<file path="src/rtl/timer_irq_ctrl.sv">
// Timer interrupt controller: edge-detects timer interrupt lines, latches them as
// pending events, presents the lowest-index unmasked pending source to the CPU,
// and keeps saturating per-source event counters.
module timer_irq_ctrl #(
   parameter int unsigned NUM_SRC = 4,
   parameter int unsigned ID_W    = 2
) (
   input  logic               clk,
   input  logic               reset_n,
   input  logic [NUM_SRC-1:0] irq_in,
   input  logic [NUM_SRC-1:0] irq_mask,
   input  logic               ack_valid,
   input  logic [ID_W-1:0]    ack_id,
   input  logic               cnt_clr,
   input  logic [ID_W-1:0]    cnt_sel,
   output logic               irq_out,
   output logic [ID_W-1:0]    irq_id,
   output logic [NUM_SRC-1:0] pending,
   output logic [NUM_SRC-1:0] overflow,
   output logic               ack_err,
   output logic [7:0]         cnt_out
);

   typedef enum logic [1:0] {StIdle, StAssert, StGap} state_e;

   localparam logic [ID_W:0] NumSrcW = (ID_W+1)'(NUM_SRC);

   state_e             state_q, state_d;
   logic [NUM_SRC-1:0] irq_q;
   logic [NUM_SRC-1:0] evt;
   logic [NUM_SRC-1:0] ack_clr;
   logic [NUM_SRC-1:0] pending_q, pending_d;
   logic [NUM_SRC-1:0] overflow_q, overflow_d;
   logic [ID_W-1:0]    irq_id_q, irq_id_d;
   logic               ack_ok;
   logic               ack_err_q, ack_err_d;
   logic [7:0]         cnt_q [NUM_SRC];
   logic [7:0]         cnt_d [NUM_SRC];

   assign evt    = irq_in & ~irq_q;
   assign ack_ok = (state_q == StAssert) && ack_valid && (ack_id == irq_id_q);

   // Event latching; a new event on the source being acknowledged wins over the clear.
   always_comb begin
      ack_clr = '0;
      if (ack_ok) begin
         ack_clr[irq_id_q] = 1'b1;
      end
      pending_d  = (pending_q & ~ack_clr) | evt;
      overflow_d = overflow_q | (evt & pending_q & ~ack_clr);
      ack_err_d  = ack_valid & ~ack_ok;
   end

   // Request FSM next state; IDLE picks the lowest unmasked pending source.
   always_comb begin
      state_d  = state_q;
      irq_id_d = irq_id_q;
      unique case (state_q)
         StIdle: begin
            for (int i = int'(NUM_SRC) - 1; i >= 0; i--) begin
               if (pending_q[i] && irq_mask[i]) begin
                  irq_id_d = ID_W'(i);
                  state_d  = StAssert;
               end
            end
         end
         StAssert: begin
            if (ack_ok) begin
               state_d = StGap;
            end
         end
         StGap: begin
            state_d = StIdle;
         end
         default: begin
            state_d = StIdle;
         end
      endcase
   end

   // Saturating event counters; a clear with a coincident event restarts at one.
   always_comb begin
      for (int i = 0; i < int'(NUM_SRC); i++) begin
         cnt_d[i] = cnt_q[i];
         if (cnt_clr) begin
            cnt_d[i] = evt[i] ? 8'd1 : 8'd0;
         end else if (evt[i] && (cnt_q[i] != 8'hFF)) begin
            cnt_d[i] = cnt_q[i] + 8'd1;
         end
      end
   end

   // State registers; irq_q resets high so a level held through reset is not an event.
   always_ff @(posedge clk or negedge reset_n) begin
      if (!reset_n) begin
         state_q    <= StIdle;
         irq_q      <= '1;
         pending_q  <= '0;
         overflow_q <= '0;
         irq_id_q   <= '0;
         ack_err_q  <= 1'b0;
         cnt_q      <= '{default: '0};
      end else begin
         state_q    <= state_d;
         irq_q      <= irq_in;
         pending_q  <= pending_d;
         overflow_q <= overflow_d;
         irq_id_q   <= irq_id_d;
         ack_err_q  <= ack_err_d;
         cnt_q      <= cnt_d;
      end
   end

   // Outputs; irq_out decodes the state so reset drops it without a clock.
   always_comb begin
      irq_out  = (state_q == StAssert);
      irq_id   = irq_id_q;
      pending  = pending_q;
      overflow = overflow_q;
      ack_err  = ack_err_q;
      cnt_out  = 8'd0;
      if ({1'b0, cnt_sel} < NumSrcW) begin
         cnt_out = cnt_q[cnt_sel];
      end
   end

endmodule

</file>
<file path="config.mk">
export PLATFORM = sky130hd
export DESIGN_NAME = timer_irq_ctrl
export DESIGN_NICKNAME = d
export VERILOG_FILES = /design/src/rtl/timer_irq_ctrl.sv
export SDC_FILE = /design/constraint.sdc
export NUM_CORES = 1
export LEC_CHECK = 0
export BUFFER_PORTS_ARGS = -buffer_cell sky130_fd_sc_hd__buf_2
export CAP_MARGIN = 10
export CORE_ASPECT_RATIO = 0.8
export CORE_MARGIN = 3
export CORE_UTILIZATION = 35
export DETAILED_ROUTE_END_ITERATION = 12
export HOLD_SLACK_MARGIN = 0.02
export SLEW_MARGIN = 40
export SYNTH_ARGS = -nofsm -noshare
export SYNTH_HDL_FRONTEND = slang
export SYNTH_SLANG_ARGS = --single-unit
</file>
<file path="constraint.sdc">
create_clock -name clk -period 2.7 [get_ports clk]
set_input_delay 0.27 -clock clk [delete_from_list [all_inputs] [get_ports clk]]
set_output_delay 0.27 -clock clk [all_outputs]
set_load 0.02 [all_outputs]
</file>
==> metrics.txt <==
status finished clean; Avg Inst Size Synth 10.2 sq um; cts repair resizes 0; Clock Path Buffers 2; Synth Instances 259; switch share 30.8%; Hold Path Sink irq_q[3]$_DFF_PN1_; CTS tree done; r2r endpoint cnt_q[29]$_DFFE_PN0P_; sequential fraction of design power 51.7%; Die Ht 83.6 microns; Worst Hold Slack 71.4 ps; Post-Syn Nets 279; RSZ-0062 raised after global routing no; Area Growth Syn to Fin 14.0%; Leak Pwr 0.00126 uW; overall routing resource usage 14.8%; Hold Fails Final Rpt 0; Core ar. 7090 sq um; slew margin rel. 54.2%; Syn Std Cell Area 2640 sq um; gp weighted congestion 0.866; WL final 6.01 mm; clock-pin slew on the worst setup and hold paths 90 ps; setup tns final 0 ps; clk root buf clkbuf_8; asr flop ratio synth 100%; Cell Chain, Critical Path mux4_2 > buf_2; Post-synth EDFFs 0; Top FF cell, synth dfrtp_1; # setup viols final 0; Worst Hold Class primary input to flip-flop; Final ANT Viol Nets 0; # rows 27; slowest cell on the critical path mux4_2; HPWL Detailed 4.40 mm; Crit Path Max Fanout 6; yosys warns 0; Largest stage delay, worst path 510 ps; Final period util 64.5%; largest net degree at the start of global routing 40; clk_lat worst skew 310 ps; Fin Clk Skew 6.86 ps; Seq cells post-synth 49; fillers 683; vias in the first global route 2,057; Worst Setup Start Kind flip-flop; Starting Density 37.2%; Num CTS Buffers 5; hold buffers post-CTS 1; worst reg2reg setup slack 1010 ps; GRT overflow 0; I/O pin cnt 36; Via density 5.55; final instance area 3010 sq um; VDD IR max 0.000177 V; Critical Path RT 2430 ps; path depth of the worst reg2reg path 5; Yosys top cell by area dfrtp_1; layout cell share with drive strength beyond 1 21.8%; internal power 1140 uW; CP Class flip-flop to output pin; Worst Hold Path Cells 1; Routed WL per cell 15.6 microns; power density cells 549 nW/um^2; post-CTS setup buffer count 0; # H-tree levels 2; vias post-DR 2,141; register area share after synthesis 46.7%; Initial DRT Pass Iterations 4; Clock Power Share 29.2%; Placement Cell Area 2890 sq um; Residual DRC 0; DRT iter0 DRCs 83; critical path endpoint category output pin; combinational share of power 19.1%; Psw 507 uW; clk sink count 49; post-synth top area share 42.7%; DIE AREA 8620 sq um; Die W 103 microns; initial antenna violation count 0; Port Buf Inserts 35; Worst-Margin Slew 687 ps; Hold Startpoint irq_in[3]; maxcap violations 0; global-route wire length before repair 10.2 mm; Final min period 1740 ps; final net count 317; reg-to-reg startpoint cnt_q[24]$_DFFE_PN0P_; Fmax 0.574 GHz; Worst Path Arrival 1470 ps; Slew Limit Fails 0; top cells by area, synth dfrtp_1 43%, mux4_2 6.8%, nor2_1 4.3%; synth unique cells 51
[through the flow]
stage | util, % | instances | worst slack, ps | total power [uW]
2_1_floorplan | - | 259 | 1210 | 1070
3_3_place_gp | 40.8 | 376 | 1140 | 1180
3_5_place_dp | 40.8 | 376 | 1070 | 1180
4_1_cts | 42.3 | 385 | 953 | 1670
5_1_grt | 42.3 | 385 | 893 | 1740
6_report | 42.4 | 386 | 959 | 1650
[power groups by stage]
stage	registers, uW	logic (uW)	clock network (uW)
2_1_floorplan	891	176	0
3_3_place_gp	863	316	0
3_5_place_dp	865	318	0
4_1_cts	851	320	497
5_1_grt	862	355	526
6_report	852	316	482
[layout make-up]
| class | count | area [sq um] | area share, % |
|---|---|---|---|
| Sequential cell | 49 | 1230 | 40.9 |
| Clock inverter | 1 | 5.00 | 0.166 |
| Multi-Input combinational cell | 198 | 1350 | 44.8 |
| Antenna cell | 1 | 2.50 | 0.0832 |
| Inverter | 6 | 22.5 | 0.749 |
| Timing Repair Buffer | 37 | 193 | 6.41 |
| Tap cell | 87 | 109 | 3.62 |
| Clock buffer | 7 | 96.3 | 3.20 |
[flip-flops by register name, summed over array words and instances (netlist names)]
signal / cells
irq_q: 4
irq_id: 2
cnt_q: 32
state_q: 2
pending: 4
ack_err: 1
overflow: 4
[cell usage in the layout, fill, tap and decap left out, types with 3 or more instances in the layout]
cell type	synthesis	layout
o21ai_0	9	9
nand3_1	14	14
a21oi_1	12	12
clkbuf_8	1	7
and3_1	3	3
nor3_1	15	15
mux4_2	8	8
inv_1	6	6
nand4_1	7	7
o31ai_1	4	4
o21bai_1	5	5
buf_2	2	35
ha_1	4	4
dfrtp_1	45	45
nor2b_1	5	5
nand3b_1	4	4
and2_1	3	3
dfstp_2	4	4
nand2_1	27	27
nor2_1	30	30
mux2i_1	7	7
o311ai_0	4	4
[cell families (layout without fill, tap and decap cells)]
kind of cell,after synthesis,count (layout),synth area share (%)
adder cells (fa/ha/maj),4,4,1.90
multiplexers,17,17,10.3
AND/OR/NAND/NOR,126,126,25.7
other,0,1,0
flip-flops,49,49,46.7
XOR/XNOR,3,3,0.997
AO/OA/AOI/OAI,48,48,12.2
buffers and inverters,12,51,2.18
[Yosys cell counts, types with 3 or more instances]
cell type	count
a21oi_1	12
dfstp_2	4
nor2b_1	5
mux4_2	8
nand2_1	27
mux2i_1	7
nand3b_1	4
o21bai_1	5
nor2_1	30
nand4_1	7
and2_1	3
nor3_1	15
and3_1	3
o311ai_0	4
inv_1	6
dfrtp_1	45
o21ai_0	9
nand3_1	14
o31ai_1	4
ha_1	4
[metal layers]
layer / vias up / part of all wire (%) / track usage (%)
met2: 70 / 44 / 21.1
met4: 0 / 1.2 / 4.59
li1: 1033 / - / -
met1: 1028 / 49 / 22.0
met5: - / 0 / 0
met3: 10 / 6.5 / 3.59
[critical path, delay by kind of cell (launching register included)]
family | cells | cell delay [ps]
mux | 1 | 510
flops | 1 | 480
buf+inv | 1 | 180
[how the worst max path moves through the flow]
stage                                from  cells after the start  slack (ps)                    end
floorplan           cnt_q[24]$_DFFE_PN0P_                      5        1210  cnt_q[29]$_DFFE_PN0P_
global placement                irq_in[0]                      5        1140  cnt_q[29]$_DFFE_PN0P_
detailed placement  cnt_q[24]$_DFFE_PN0P_                      5        1070  cnt_q[29]$_DFFE_PN0P_
CTS                  cnt_q[2]$_DFFE_PN0P_                      2         950             cnt_out[2]
global route        cnt_q[24]$_DFFE_PN0P_                      5         890  cnt_q[29]$_DFFE_PN0P_
finish               cnt_q[2]$_DFFE_PN0P_                      2         960             cnt_out[2]
(Power assumes the default switching activity.)
